--- src/rtl/i2s_clkws_cfg_seq.sv ---
// Glitch-safe reconfiguration sequencer owning the I2S clock/WS generator enables and configuration.
// Latency: fast path (enables only) done in cycle 1; full path done in cycle N+2+SETTLE_CYCLES after commit.
// No backpressure: commits while busy are dropped and flagged on the sticky err_o.
module i2s_clkws_cfg_seq #(
    parameter int SYNC_MARGIN   = 4,
    parameter int SETTLE_CYCLES = 4
) (
    input  logic        clk_i,
    input  logic        rstn_i,
    input  logic        cfg_commit_i,
    input  logic        cfg_master_en_i,
    input  logic        cfg_slave_en_i,
    input  logic        cfg_pdm_en_i,
    input  logic [15:0] cfg_div_0_i,
    input  logic [15:0] cfg_div_1_i,
    input  logic        cfg_sel_master_num_i,
    input  logic        cfg_sel_master_ext_i,
    input  logic        cfg_sel_slave_num_i,
    input  logic        cfg_sel_slave_ext_i,
    input  logic [4:0]  cfg_word_size_0_i,
    input  logic [4:0]  cfg_word_size_1_i,
    input  logic [3:0]  cfg_word_num_0_i,
    input  logic [3:0]  cfg_word_num_1_i,
    input  logic        err_clr_i,
    output logic        master_en_o,
    output logic        slave_en_o,
    output logic        pdm_en_o,
    output logic [15:0] div_0_o,
    output logic [15:0] div_1_o,
    output logic        sel_master_num_o,
    output logic        sel_master_ext_o,
    output logic        sel_slave_num_o,
    output logic        sel_slave_ext_o,
    output logic [4:0]  word_size_0_o,
    output logic [4:0]  word_size_1_o,
    output logic [3:0]  word_num_0_o,
    output logic [3:0]  word_num_1_o,
    output logic        busy_o,
    output logic        done_o,
    output logic        err_o
);

    // Non-enable configuration, compared as a whole to pick fast or full path.
    typedef struct packed {
        logic [15:0] div_0;
        logic [15:0] div_1;
        logic        sel_master_num;
        logic        sel_master_ext;
        logic        sel_slave_num;
        logic        sel_slave_ext;
        logic [4:0]  word_size_0;
        logic [4:0]  word_size_1;
        logic [3:0]  word_num_0;
        logic [3:0]  word_num_1;
    } cfg_t;

    typedef struct packed {
        logic master;
        logic slave;
        logic pdm;
    } en_t;

    typedef enum logic [2:0] {
        S_IDLE,
        S_DISABLE,
        S_DRAIN,
        S_APPLY,
        S_SETTLE,
        S_ENABLE
    } state_t;

    // The APPLY cycle is the first settle cycle, so SETTLE itself lasts one less.
    localparam logic [17:0] SETTLE_LOAD = 18'(SETTLE_CYCLES - 1);

    state_t      state, state_nxt;
    logic [17:0] cnt, cnt_nxt;
    cfg_t        req_cfg, pend_cfg, act_cfg, act_cfg_nxt;
    en_t         req_en, pend_en, act_en, act_en_nxt;
    logic        capture;
    logic        busy_q, done_q, err_q, err_nxt;
    logic [15:0] div_max;
    logic [16:0] div_max_p1;
    logic [17:0] drain_n;

    // Pack the request side and size the drain from the currently active dividers.
    always_comb begin
        req_cfg.div_0          = cfg_div_0_i;
        req_cfg.div_1          = cfg_div_1_i;
        req_cfg.sel_master_num = cfg_sel_master_num_i;
        req_cfg.sel_master_ext = cfg_sel_master_ext_i;
        req_cfg.sel_slave_num  = cfg_sel_slave_num_i;
        req_cfg.sel_slave_ext  = cfg_sel_slave_ext_i;
        req_cfg.word_size_0    = cfg_word_size_0_i;
        req_cfg.word_size_1    = cfg_word_size_1_i;
        req_cfg.word_num_0     = cfg_word_num_0_i;
        req_cfg.word_num_1     = cfg_word_num_1_i;
        req_en.master          = cfg_master_en_i;
        req_en.slave           = cfg_slave_en_i;
        req_en.pdm             = cfg_pdm_en_i;
        div_max    = (act_cfg.div_0 > act_cfg.div_1) ? act_cfg.div_0 : act_cfg.div_1;
        div_max_p1 = {1'b0, div_max} + 17'd1;
        // 2*(0xFFFF+1) needs 18 bits; the margin is small enough not to carry out.
        drain_n    = {div_max_p1, 1'b0} + 18'(SYNC_MARGIN);
    end

    // Next-state, counter and active-config decisions.
    always_comb begin
        state_nxt   = state;
        cnt_nxt     = cnt;
        act_cfg_nxt = act_cfg;
        act_en_nxt  = act_en;
        capture     = 1'b0;
        unique case (state)
            S_IDLE: begin
                if (cfg_commit_i) begin
                    capture = 1'b1;
                    if (req_cfg == act_cfg) begin
                        state_nxt  = S_ENABLE;
                        act_en_nxt = req_en;
                    end else begin
                        state_nxt  = S_DISABLE;
                        act_en_nxt = '0;
                        // Nothing was running, so there is no divided clock to drain.
                        cnt_nxt    = (act_en == '0) ? 18'd0 : drain_n;
                    end
                end
            end
            S_DISABLE: begin
                if (cnt == 18'd0) begin
                    state_nxt   = S_APPLY;
                    act_cfg_nxt = pend_cfg;
                end else begin
                    state_nxt = S_DRAIN;
                end
            end
            S_DRAIN: begin
                if (cnt <= 18'd1) begin
                    state_nxt   = S_APPLY;
                    cnt_nxt     = 18'd0;
                    act_cfg_nxt = pend_cfg;
                end else begin
                    cnt_nxt = cnt - 18'd1;
                end
            end
            S_APPLY: begin
                if (SETTLE_LOAD == 18'd0) begin
                    state_nxt  = S_ENABLE;
                    act_en_nxt = pend_en;
                end else begin
                    state_nxt = S_SETTLE;
                    cnt_nxt   = SETTLE_LOAD;
                end
            end
            S_SETTLE: begin
                if (cnt <= 18'd1) begin
                    state_nxt  = S_ENABLE;
                    cnt_nxt    = 18'd0;
                    act_en_nxt = pend_en;
                end else begin
                    cnt_nxt = cnt - 18'd1;
                end
            end
            S_ENABLE: begin
                state_nxt = S_IDLE;
            end
            default: begin
                state_nxt = S_IDLE;
            end
        endcase
    end

    // Sticky error: a commit outside IDLE sets it, and set beats clear.
    always_comb begin
        err_nxt = err_q;
        if (cfg_commit_i && (state != S_IDLE)) begin
            err_nxt = 1'b1;
        end else if (err_clr_i) begin
            err_nxt = 1'b0;
        end
    end

    // State, counter, pending and active registers; reset aborts any sequence.
    always_ff @(posedge clk_i or negedge rstn_i) begin
        if (!rstn_i) begin
            state    <= S_IDLE;
            cnt      <= '0;
            pend_cfg <= '0;
            pend_en  <= '0;
            act_cfg  <= '0;
            act_en   <= '0;
            busy_q   <= 1'b0;
            done_q   <= 1'b0;
            err_q    <= 1'b0;
        end else begin
            state   <= state_nxt;
            cnt     <= cnt_nxt;
            act_cfg <= act_cfg_nxt;
            act_en  <= act_en_nxt;
            busy_q  <= (state_nxt != S_IDLE);
            done_q  <= (state_nxt == S_ENABLE);
            err_q   <= err_nxt;
            if (capture) begin
                pend_cfg <= req_cfg;
                pend_en  <= req_en;
            end
        end
    end

    assign master_en_o      = act_en.master;
    assign slave_en_o       = act_en.slave;
    assign pdm_en_o         = act_en.pdm;
    assign div_0_o          = act_cfg.div_0;
    assign div_1_o          = act_cfg.div_1;
    assign sel_master_num_o = act_cfg.sel_master_num;
    assign sel_master_ext_o = act_cfg.sel_master_ext;
    assign sel_slave_num_o  = act_cfg.sel_slave_num;
    assign sel_slave_ext_o  = act_cfg.sel_slave_ext;
    assign word_size_0_o    = act_cfg.word_size_0;
    assign word_size_1_o    = act_cfg.word_size_1;
    assign word_num_0_o     = act_cfg.word_num_0;
    assign word_num_1_o     = act_cfg.word_num_1;
    assign busy_o           = busy_q;
    assign done_o           = done_q;
    assign err_o            = err_q;

endmodule

--- config.mk ---
export PLATFORM = sky130hd
export DESIGN_NAME = i2s_clkws_cfg_seq
export DESIGN_NICKNAME = d
export VERILOG_FILES = /design/src/rtl/i2s_clkws_cfg_seq.sv
export SDC_FILE = /design/constraint.sdc
export NUM_CORES = 1
export LEC_CHECK = 0
export ABC_AREA = 1
export CELL_PAD_IN_SITES_DETAIL_PLACEMENT = 0
export CELL_PAD_IN_SITES_GLOBAL_PLACEMENT = 2
export CORE_MARGIN = 2
export CORE_UTILIZATION = 40
export DETAILED_ROUTE_END_ITERATION = 8
export DONT_BUFFER_PORTS = 1
export GPL_ROUTABILITY_DRIVEN = 0
export PLACE_DENSITY = 0.95
export REMOVE_ABC_BUFFERS = 1
export SYNTH_ARGS = -nofsm -noshare
export SYNTH_HDL_FRONTEND = slang
export SYNTH_SLANG_ARGS = --single-unit
--- constraint.sdc ---
create_clock -name clk_i -period 6.4 [get_ports clk_i]
set_clock_uncertainty 0.05 [all_clocks]
set_input_delay 0.96 -clock clk_i [delete_from_list [all_inputs] [get_ports clk_i]]
set_output_delay 0.96 -clock clk_i [all_outputs]
set_load 0.01 [all_outputs]
After elaboration in Yosys (flattened, before gate mapping)
Cells that the tools add are included.
{"block": "word_totals", "reg_bits": 138, "in_bits": 61, "out_inout_bits": 60, "wordCells": 84}
{"block": "classes", "addsub": 3, "order_cmp": 2, "n_eq_ne": 11, "n_mux": 23, "n_reduce_logical": 14}
{"op": "54-bit 2-to-1 mux", "count": 2}
{"op": "54-bit one-hot mux with 2 select lines", "count": 1}
{"op": "18-bit 2-to-1 mux", "count": 4}
{"op": "54-bit equality test", "count": 1}
{"op": "18-bit one-hot mux with 3 select lines", "count": 1}
{"op": "3-bit 2-to-1 mux", "count": 7}
{"op": "18-bit by 3-bit adder with 18-bit output (second input constant)", "count": 1}
{"op": "18-bit by 1-bit less-or-equal comparator with 1-bit output (second input constant)", "count": 1}
{"op": "18-bit zero test", "count": 1}
{"op": "18-bit by 1-bit subtractor with 18-bit output (second input constant)", "count": 1}
{"op": "16-bit by 1-bit adder with 17-bit output (second input constant)", "count": 1}
{"op": "16-bit > comparator", "count": 1}
{"op": "16-bit 2-to-1 mux", "count": 1}
{"op": "3-bit one-hot mux with 5 select lines", "count": 1}
{"op": "2-bit inequality test (second input constant)", "count": 5}
{"op": "3-bit AND reduction", "count": 3}
{"op": "3-bit nonzero test", "count": 3}
{"op": "3-bit by 2-bit equality test with 1-bit output (second input constant)", "count": 2}
{"op": "3-bit equality test (second input constant)", "count": 2}
{"op": "3-bit zero test", "count": 2}
{"op": "3-bit one-hot mux with 2 select lines", "count": 1}
{"op": "2-bit nonzero test", "count": 3}
{"op": "1-bit 2-to-1 mux", "count": 5}
{"op": "3-bit by 1-bit equality test with 1-bit output (second input constant)", "count": 1}
{"op": "2 further kinds", "count": 2}

Longest topological paths before layout
Gate-level depths: netlist (run 1).
{"block": "depth", "ltp_word": 8, "mapped_depth": 28, "depth_no_buf": 28}

Worst setup path before layout (run 1)
Ideal clock, no wire load.
{"block": "synth_path", "path_type": "register to register", "start": "register act_cfg, in the netlist div_1_o[11]", "end": "register cnt[10]", "setup_time_ns": 0.129, "arrival_time_ns": 2.894, "t_required_ns": 6.221, "slack_ns": 3.327, "stages_incl_launch_ff": 23, "path_buffers": 0, "period_less_slack_ns": 3.073, "cell_sequence": "dfrtp_1 inv_1 ha_1 nand4_2 nor3_4 nand2_2 nand2_4 nand2_4 nand2_1 nand2_2 ha_1 or2_2 nand2_1 inv_1 ha_1 nand3_1 nor2_2 nand3_1 nand2_1 nand3_1 o21ai_1 nand2_1 o21ai_1"}
{"block": "synth_via", "elab_chain_len": 8, "elab_cells_between_ends": 11, "cone_classes": "2 x add/sub; 1 x order compare; 2 x eq/ne; 5 x mux; 1 x reduce/logical"}
{"item": "start, declared", "line": "77", "text": "cfg_t req_cfg, pend_cfg, act_cfg, act_cfg_nxt;"}
{"item": "start signal, assigned", "line": "197", "text": "act_cfg <= act_cfg_nxt;"}
{"item": "16-bit > comparator", "line": "100", "text": "div_max = (act_cfg.div_0 > act_cfg.div_1) ? act_cfg.div_0 : act_cfg.div_1;"}
{"item": "16-bit 2-to-1 mux", "line": "100"}
{"item": "16-bit by 1-bit adder with 17-bit output", "line": "101", "text": "div_max_p1 = {1'b0, div_max} + 17'd1;"}
{"item": "18-bit by 3-bit adder with 18-bit output", "line": "103", "text": "drain_n = {div_max_p1, 1'b0} + 18'(SYNC_MARGIN);"}
{"item": "18-bit 2-to-1 mux", "line": "124", "text": "cnt_nxt = (act_en == '0) ? 18'd0 : drain_n;"}
{"item": "18-bit 2-to-1 mux", "line": "117", "text": "if (req_cfg == act_cfg) begin"}
{"item": "18-bit 2-to-1 mux", "line": "115", "text": "if (cfg_commit_i) begin"}
{"item": "18-bit one-hot mux with 3 select lines", "line": "113", "text": "unique case (state)"}
{"item": "end signal, assigned", "line": "196", "text": "cnt <= cnt_nxt;"}
{"item": "end, declared", "line": "76", "text": "logic [17:0] cnt, cnt_nxt;"}
Several ways; a longest one is shown, not always the timed one. The select of a mux whose other input is x is not followed.
A chain may end at the register's enable or synchronous reset.

Worst setup path in the final report (run 1)
{"block": "layout_path", "start": "register act_cfg, in the netlist div_1_o[8]", "end": "register cnt[10]"}
Same word-level chain as after synthesis.

==> flow_summary.toml, run 1 <==
[sta]
fin_tns_setup_ns = 0
post-route-period-util_pct = 64.7
tightest_slew_ns = 1.01
max_freq_ghz = 0.242
setup-violations-final = 0
finalHoldViolations = 0
layout_min_cycle_time_ns = 4.14
slew_headroom_pct = 32.3
maxSlewViolCount = 0
rsz0062_at_grt = "false"

[power]
vdd_drop_max_uv = 381
leakagePower_nw = 4.44
power_density_mw_per_mm2 = 522
p_total_mw = 4.72

[status]
outcome = "complete, no violations"

[critical_path]
critPathRequiredTime_ns = 6.63
worstPathArrival_ns = 4.37
crit_path_max_fanout = 27
crit_path_start_kind = "flip-flop"
endpoint_kind = "flip-flop"
critical_path_class = "reg -> reg"

[synthesis]
syn_avg_cell_area_um2 = 7.75
yosys-top-cells-count = "nand2_1, dfrtp_1, inv_1, nor2_1, o21ai_0"
synth_compound_area_share_pct = 10.5
synth_top_area_share_pct = 42.0
ys_ff_latch = 138
ys_async_sr_fraction_pct = 100
synth.distinct_cells = 44
ys_top_cells_by_area = "dfrtp_1, nand2_1, inv_1"
synth_top_family_by_area = "simple AND/OR/NAND/NOR gates"
synthMuxAreaShare_pct = 2.05
yosysSeqAreaShare_pct = 42.0
yosysTopAreaCell = "dfrtp_1"
synthCells = 1061
yosys_warnings = 0
yosysMostFrequentCell = "nand2_1"
synthAdderAreaFrac_pct = 3.04
synth_simple_gate_area_share_pct = 29.7
synth_edf_count = 0
synth_xor_area_share_pct = 4.47
synth_area_mm2 = 0.00823
synth_ff_type = "dfrtp_1"

[cts]
clock_latency_ns = 0.43
cts_sinks = 138
cts-htree-levels = 4
clockRootBuffer = "clkbuf_16"
cts.path.max_buffers = 2
postCtsSetupRepairBufs = 0
cts.repair.resized = 0
clk_pin_slew_ns = 0.06
cts-buffers-inserted = 17
cts_tree = "built"
ctsHoldBuffers = 0

[floorplanning]
rows = 52
core_area_mm2 = 0.0202
die_w_um = 147
ios = 121
die_h_um = 147
initial_core_util_pct = 40.7
fp.dieArea_mm2 = 0.0217

[detailed_routing]
num_vias = 6578
vias_per_cell = 4.93
drt-wirelength-per-cell_um = 14.9
drtPass1Iterations = 5
totalWireLength_mm = 19.9
drc = 0
postRouteAntennaNets = 0
drtIter0Drc = 303

[place]
dp_hpwl_mm = 14.6
dp_cells = 1302
portBuffers = 0

[cells_and_area]
final_cell_count_no_fill = 1334
drive_above_1_share_pct = 12.5
syn2layout_area_growth_pct = 9.99
fin_nets = 1132
antenna_cells = 0

[global_route]
grt_max_degree = 139
track_usage_pct = 19.5
grt_pass1_vias = 6603
grt_pass1_wl_mm = 33.8
grt-ovfl-total = 0
antenna_found_initial = 0

[flow_run]
cap_violations = 0

[hold_path]
hold_path.class = "in -> async"
flip-flops by register name (all words and copies together), names as in the netlist:
signal / cells
word_num_1_o: 4
slave_en_o: 1
word_num_0_o: 4
pdm_en_o: 1
sel_slave_ext_o: 1
sel_master_ext_o: 1
err_o: 1
sel_master_num_o: 1
sel_slave_num_o: 1
word_size_1_o: 5
div_0_o: 16
master_en_o: 1
pend_cfg: 54
pend_en: 3
cnt: 18
state: 3
word_size_0_o: 5
busy_o: 1
done_o: 1
div_1_o: 16
per-stage QoR:
| step | setup WS, ns | util (%) | hold slack [ns] | cell area (um^2) |
|---|---|---|---|---|
| after floorplan | 2.95 | - | 0.392 | 8050 |
| after global placement | 2.33 | 41.6 | 0.404 | 8430 |
| after detailed placement | 2.29 | 41.6 | 0.411 | 8430 |
| after CTS | 2.24 | 44.7 | 0.164 | 9050 |
| after global routing | 1.78 | 44.7 | 0.163 | 9050 |
| final | 2.26 | 44.7 | 0.185 | 9050 |
path summary, 6_finish.rpt:
check / startpoint / endpoint / slack, ns / cells past startpoint
worst max-delay path: div_1_o[8] / cnt[10] / 2.26 / 22
worst min-delay path: rstn_i / word_size_1_o[2] / 0.18 / 0
worst max register to register: div_1_o[8] / cnt[10] / 2.26 / 22
worst min register to register: pend_cfg[22] / div_1_o[0] / 0.42 / 2
max in group asynchronous: rstn_i / div_0_o[13] / 5.88 / 0
min in group clk_i: pend_cfg[22] / div_1_o[0] / 0.42 / 2
cells in the final DEF, fill, tap and decap left out, types with 2 or more instances in the layout:
cell,instances
o21ai_0,86
xnor2_1,23
inv_1,128
clkinv_4,2
nand3_1,68
nor2_2,8
nor3_1,7
nor4_1,6
ha_1,20
clkbuf_16,17
o21ai_1,5
dfrtp_1,138
buf_4,4
nand3b_1,4
nor2_4,5
nand3_2,7
o21ai_2,2
or4_1,3
xor2_1,19
nor2_1,100
nand2_4,8
a21oi_1,57
nand2_1,244
or2_2,5
inv_6,6
bufinv_16,3
a31oi_1,3
mux2_2,15
nand4_1,12
nor2_8,4
inv_2,7
nand2_2,30
a21oi_2,3
critical path, stage by stage, from the launching register on:
cell     delay [ns]
dfrtp_1        0.53
inv_1          0.14
ha_1           0.31
nand4_2        0.12
nor3_4         0.20
nand3_2        0.44
nand2_4        0.45
nand2_1        0.11
nand2_2        0.11
ha_1           0.25
or2_2          0.14
nand2_1        0.04
inv_1          0.07
ha_1           0.16
nand3_1        0.12
nor2_2         0.21
nand2_1        0.11
nor2_2         0.11
nand2_1        0.06
nand3_1        0.06
o21ai_1        0.07
nand2_1        0.06
o21ai_1        0.08
cell families (layout without fill, tap and decap cells):
kind of cell,count (synthesis),count (layout)
compound gates,163,163
xor+xnor,42,42
fa+ha+maj,20,20
buf+inv,168,171
flops,138,138
mux,15,15
simple gates,515,515
layout make-up:
class | instances | area, um^2
Sequential cell | 138 | 3450
Tap cell | 270 | 338
Clock buffer | 19 | 443
Fill cell | 2031 | 11200
Timing Repair Buffer | 4 | 30.0
Multi-Input combinational cell | 755 | 4100
Inverter | 135 | 507
Clock inverter | 13 | 179
per-layer routing:
layer / vias to the layer above / track usage (%) / part of all wire, %
met2: 140 / 31.2 / 46
met1: 3044 / 25.8 / 46
met4: 0 / 4.95 / 1.2
met3: 14 / 6.11 / 6.4
met5: - / 0 / 0
li1: 3380 / - / -
power by group:
group	internal (mW)	switching, mW	leakage, nW	total (mW)
registers	1.17	0.246	1.76	1.42
logic	0.687	1.57	2.37	2.26
clock network	0.635	0.414	0.302	1.05
total	2.49	2.23	4.44	4.72
(Power assumes the default switching activity.)
==> run 2: changes to the inputs <==
Settings changed: CORE_UTILIZATION 40 to 34, PLACE_DENSITY 0.95 to 0.88.
Clock period 6.4 ns to 3.5 ns, I/O delays scaled along.
==> run 2 against run 1 <==
Effect of this change: the run now ends with negative hold slack left; fmax increased by 29%; power increased by 92%; die area increased by 17%; first-iteration DRC count increased by 0.66%; via count increased by 3.3%; design area increased by 4.3%; critical endpoint is now cnt[16]; highest routed layer unchanged.
==> flow_summary.toml, run 2 (synthesis gave the netlist of run 1 again) <==
[floorplanning]
rows = 56
initial_core_util_pct = 34.8
fp.dieArea_mm2 = 0.0255
ios = 121
die_h_um = 160
die_w_um = 160
core_area_mm2 = 0.0236

[sta]
setup-violations-final = 0
post-route-period-util_pct = 92.0
finalHoldViolations = 138
tightest_slew_ns = 0.685
max_freq_ghz = 0.311
slew_headroom_pct = 54.3
maxSlewViolCount = 0
layout_min_cycle_time_ns = 3.22
whs_ns = -0.260
worst_slack_ns = 0.280

[critical_path]
critPathLaunch = "div_1_o[11]"
crit_path_start_kind = "flip-flop"
crit_path_max_fanout = 13
endpoint_kind = "flip-flop"
regToRegSetupSlack_ns = 0.28
worstPathArrival_ns = 3.52
r2r_end = "cnt[16]"
critPathRequiredTime_ns = 3.80
endpoint = "cnt[16]"
reg2reg_from = "div_1_o[11]"
ff2ff_path_depth = 22
critical_path_class = "reg -> reg"

[detailed_routing]
vias_per_cell = 4.76
drc = 0
drtIter0Drc = 305
drt-wirelength-per-cell_um = 14.8
postRouteAntennaNets = 0
drtPass1Iterations = 5
totalWireLength_mm = 21.2
num_vias = 6792

[cts]
clk_pin_slew_ns = 0.07
clock_latency_ns = 0.43
cts-buffers-inserted = 17
cts_sinks = 138
cts-htree-levels = 4
clockRootBuffer = "clkbuf_16"
cts_tree = "built"
cts.path.max_buffers = 2

[global_route]
grt-ovfl-total = 0
antenna_found_initial = 0
track_usage_pct = 17.3
grt_max_degree = 139
grt_pass1_wl_mm = 35.3
grt_pass1_vias = 6808

[cells_and_area]
mostFrequentLayoutCell = "nand2_1"
reg.largest.list = "pend_cfg (54), cnt (18)"
fill_cells = 2476
largest_reg_flops = 54
drive_above_1_share_pct = 16.4
fin_nets = 1175
final_cell_mix = "nand2_1, dfrtp_1, inv_1, nor2_1, o21ai_0"
syn2layout_area_growth_pct = 14.7
antenna_cells = 0
largest_register = "pend_cfg"

[hold_path]
hold_path.class = "in -> async"

[place]
place_ws_ns = 0.0692
dp_hpwl_mm = 15.7
portBuffers = 0

[power]
vdd_drop_max_uv = 564
leakagePower_nw = 4.64
power_density_mw_per_mm2 = 961

[flow_run]
cap_violations = 0

[status]
outcome = "finished with violations"
violations = "negative hold slack"
run 2: changes by cell type in the layout (fill, tap and decap cells not counted), moves of 3 or more:
cell,delta
buf_4,+42
bufinv_16,-3
nor2_2,-3
nor2_4,+3
run 2: per-layer routing:
metal | track usage (%) | up-vias | part of all wire (%)
met2 | 27.8 | 131 | 46
met5 | 0 | - | 0
li1 | - | 3460 | -
met3 | 5.81 | 13 | 6.9
met4 | 4.26 | 0 | 1.0
met1 | 22.5 | 3188 | 46
run 2: timing repair:
action                     in CTS  in global routing
resized for setup               0                 12
setup endpoints to repair       0                 11
hold endpoints to repair      138                138
buffers inserted                0                  4
run 2: area by class of cell:
| cell class | instances | area, um^2 | share of cell area [%] |
|---|---|---|---|
| clock buffer | 22 | 474 | 5.02 |
| clock inverter | 10 | 83.8 | 0.888 |
| inverter | 135 | 507 | 5.37 |
| multi-input combinational | 755 | 4160 | 44.0 |
| sequential | 138 | 3450 | 36.6 |
| tap | 319 | 399 | 4.23 |
| timing repair buffer | 47 | 365 | 3.87 |
run 2: where the power goes:
group          switching (mW)  internal (mW)  total (mW)
Combinational            3.17           1.67        4.83
Clock                   0.749          0.978        1.73
Sequential              0.367           2.14        2.51
Total                    4.28           4.79        9.07
run 2: worst min path at each step:
stage,from,slack (ns),end
after floorplan,rstn_i,0.18,busy_o
after global placement,rstn_i,0.19,pend_cfg[10]
after detailed placement,rstn_i,0.19,word_size_1_o[2]
after CTS,rstn_i,-0.28,word_size_1_o[2]
after global routing,rstn_i,-0.28,pend_cfg[10]
final,rstn_i,-0.26,word_size_1_o[2]
run 2: through the flow:
stage | cell area [um^2] | setup TNS (ns) | util (%) | instances | total power [mW]
5_1_grt | 9440 | -0.0123 | 40.0 | 1426 | 9.82
2_1_floorplan | 8050 | 0 | - | 1028 | 5.79
3_5_place_dp | 8790 | 0 | 37.2 | 1390 | 7.12
6_report | 9440 | 0 | 40.0 | 1426 | 9.07
4_1_cts | 9350 | 0 | 39.6 | 1422 | 8.89
3_3_place_gp | 8790 | 0 | 37.2 | 1390 | 7.07
run 2: worst max-delay path, stage by stage (launching register included):
cell,delay (ns)
dfrtp_1,0.35
inv_1,0.06
ha_1,0.33
nand4_2,0.14
nor3_4,0.25
nand2_2,0.11
nand2_4,0.12
nand2_8,0.09
nand2_1,0.09
nand2_2,0.10
ha_4,0.19
nand3_4,0.11
nand2_1,0.06
inv_1,0.07
ha_1,0.18
nand3_2,0.12
nor2_4,0.17
nand2_1,0.10
nor2_2,0.10
nand3_1,0.10
nand2_1,0.07
nand3_1,0.07
a21oi_1,0.12
==> run 3: changes to the inputs <==
Settings changed: MAX_ROUTING_LAYER from default to met4.
==> run 3 against run 2 <==
Effect of this change: the run still ends with negative hold slack left; combinational power hardly changed; fmax rose by 0.42%; via count down 0.22%; sequential power barely moved; setup slack better by 0.014 ns; register-to-register slack about the same; non-clock buffer count stayed put; routed wire length shrank 0.27%; sequential share of layout area stayed put; clock power about the same; first-iteration DRC count up 11%; die area did not move; largest power group unchanged; highest routed layer unchanged.
==> flow_summary.toml, run 3 (synthesis gave the netlist of run 1 again) <==
[status]
outcome = "finished with violations"
violations = "negative hold slack"

[cts]
cts_tree = "built"
cts_sinks = 138
cts.path.max_buffers = 2
clockRootBuffer = "clkbuf_16"
clk_pin_slew_ns = 0.06
cts-buffers-inserted = 17
clock_latency_ns = 0.43
cts-htree-levels = 4

[floorplanning]
die_h_um = 160
fp.dieArea_mm2 = 0.0255
rows = 56
core_area_mm2 = 0.0236
ios = 121
die_w_um = 160
initial_core_util_pct = 34.8

[critical_path]
critical_path_class = "reg -> reg"
worstPathArrival_ns = 3.50
ff2ff_path_depth = 22
cpMostUsedCell = "nand2_1"
crit_path_start_kind = "flip-flop"
cp.depth = 22
critPathRequiredTime_ns = 3.80
crit_path_max_fanout = 13
slowest_delay_ns = 0.35
cp_top_family = "simple AND/OR/NAND/NOR gates"
path_cells = "inv_1 -> ha_1 -> nand4_2 -> nor3_4 -> nand2_2 -> nand2_4 -> nand2_8 -> nand2_1 -> nand2_2 -> ha_4 -> nand3_4 -> nand2_1 -> inv_1 -> ha_1 -> nand3_2 -> nor2_4 -> nand2_1 -> nor2_2 -> nand3_1 -> nand2_1 -> nand3_1 -> a21oi_1"
endpoint_kind = "flip-flop"
cp_slowest_cell = "dfrtp_1"
crit_buf_inv = 2

[global_route]
grt_max_degree = 139
track_usage_pct = 17.9
grt_pass1_wl_mm = 35.4
grt_pass1_vias = 6804
grt-ovfl-total = 0
antenna_found_initial = 0

[cells_and_area]
final_cell_mix = "nand2_1, dfrtp_1, inv_1, nor2_1, o21ai_0"
reg.largest.list = "pend_cfg (54), cnt (18)"
antenna_cells = 0
largest_register = "pend_cfg"
syn2layout_area_growth_pct = 14.7
multi_input_comb_area_mm2 = 0.00416
largest_reg_flops = 54
fin_nets = 1175
fill_cells = 2476
drive_above_1_share_pct = 16.4
mostFrequentLayoutCell = "nand2_1"
seqCellArea_mm2 = 0.00345

[place]
dp_hpwl_mm = 15.7
portBuffers = 0

[flow_run]
cap_violations = 0

[power]
power_density_mw_per_mm2 = 960
leakagePower_nw = 4.64
p_total_mw = 9.06
vdd_drop_max_uv = 566

[sta]
max_freq_ghz = 0.312
layout_min_cycle_time_ns = 3.21
maxSlewViolCount = 0
slew_headroom_pct = 53.9
whs_ns = -0.257
post-route-period-util_pct = 91.6
tightest_slew_ns = 0.691
finalHoldViolations = 138
setup-violations-final = 0

[detailed_routing]
drtIter0Drc = 340
postRouteAntennaNets = 0
num_vias = 6777
totalWireLength_mm = 21.1
drt-wirelength-per-cell_um = 14.8
drtPass1Iterations = 4
drc = 0
vias_per_cell = 4.75

[hold_path]
hold_path.class = "in -> async"
[run 3: cell counts in the layout (fill, tap and decap cells not counted)]
Identical to the previous run, type by type.
[run 3: worst reg2reg max path, cell delays in order (launching register included)]
cell     delay (ns)
dfrtp_1        0.35
inv_1          0.06
ha_1           0.32
nand4_2        0.14
nor3_4         0.24
nand2_2        0.10
nand2_4        0.12
nand2_8        0.09
nand2_1        0.09
nand2_2        0.10
ha_4           0.19
nand3_4        0.11
nand2_1        0.07
inv_1          0.07
ha_1           0.18
nand3_2        0.12
nor2_4         0.17
nand2_1        0.10
nor2_2         0.10
nand3_1        0.10
nand2_1        0.07
nand3_1        0.07
a21oi_1        0.12
[run 3: timing repair]
action / CTS / global route
gates resized for setup: 0 / 12
endpoints found under the setup margin: 0 / 11
buffers inserted: 0 / 4
endpoints found under the hold margin: 138 / 138
[run 3: final cells by class]
cell class	count	share of cell area [%]
timing repair buffer	47	3.87
tap	319	4.23
sequential	138	36.6
multi-input combinational	755	44.0
inverter	135	5.37
clock buffer	22	5.02
clock inverter	10	0.888
[run 3: worst paths after layout]
kind / startpoint / slack, ns / to
max in group asynchronous: rstn_i / 3.44 / div_1_o[9]
hold reg to reg: pend_cfg[15] / 0.42 / pend_cfg[15]
min in group clk_i: err_clr_i / 0.15 / err_o
setup / recovery: div_1_o[11] / 0.29 / cnt[16]
hold / removal: rstn_i / -0.26 / word_size_1_o[2]
setup reg to reg: div_1_o[11] / 0.29 / cnt[16]
[run 3: layer usage]
layer / global-route usage, % / vias up / part of all wire [%]
li1: - / 3459 / -
met1: 22.9 / 3171 / 45
met2: 27.5 / 134 / 46
met3: 5.70 / 13 / 7.5
met4: 4.26 / 0 / 0.98
met5: - / - / 0
[run 3: stage by stage]
stage                     setup slack (ns)  instances  instance area (um^2)  TNS [ns]  utilization (%)
after global routing               -0.0123       1426                  9440   -0.0123             40.0
after floorplan                     0.0459       1028                  8050         0                -
after CTS                           0.0386       1422                  9350         0             39.6
after global placement               0.159       1390                  8790         0             37.2
after detailed placement            0.0692       1390                  8790         0             37.2
final                                0.294       1426                  9440         0             40.0
[run 3: power by group]
part	switching [mW]	total, mW	internal (mW)
registers	0.367	2.51	2.14
logic	3.16	4.83	1.67
clock network	0.748	1.73	0.978
total	4.28	9.06	4.79
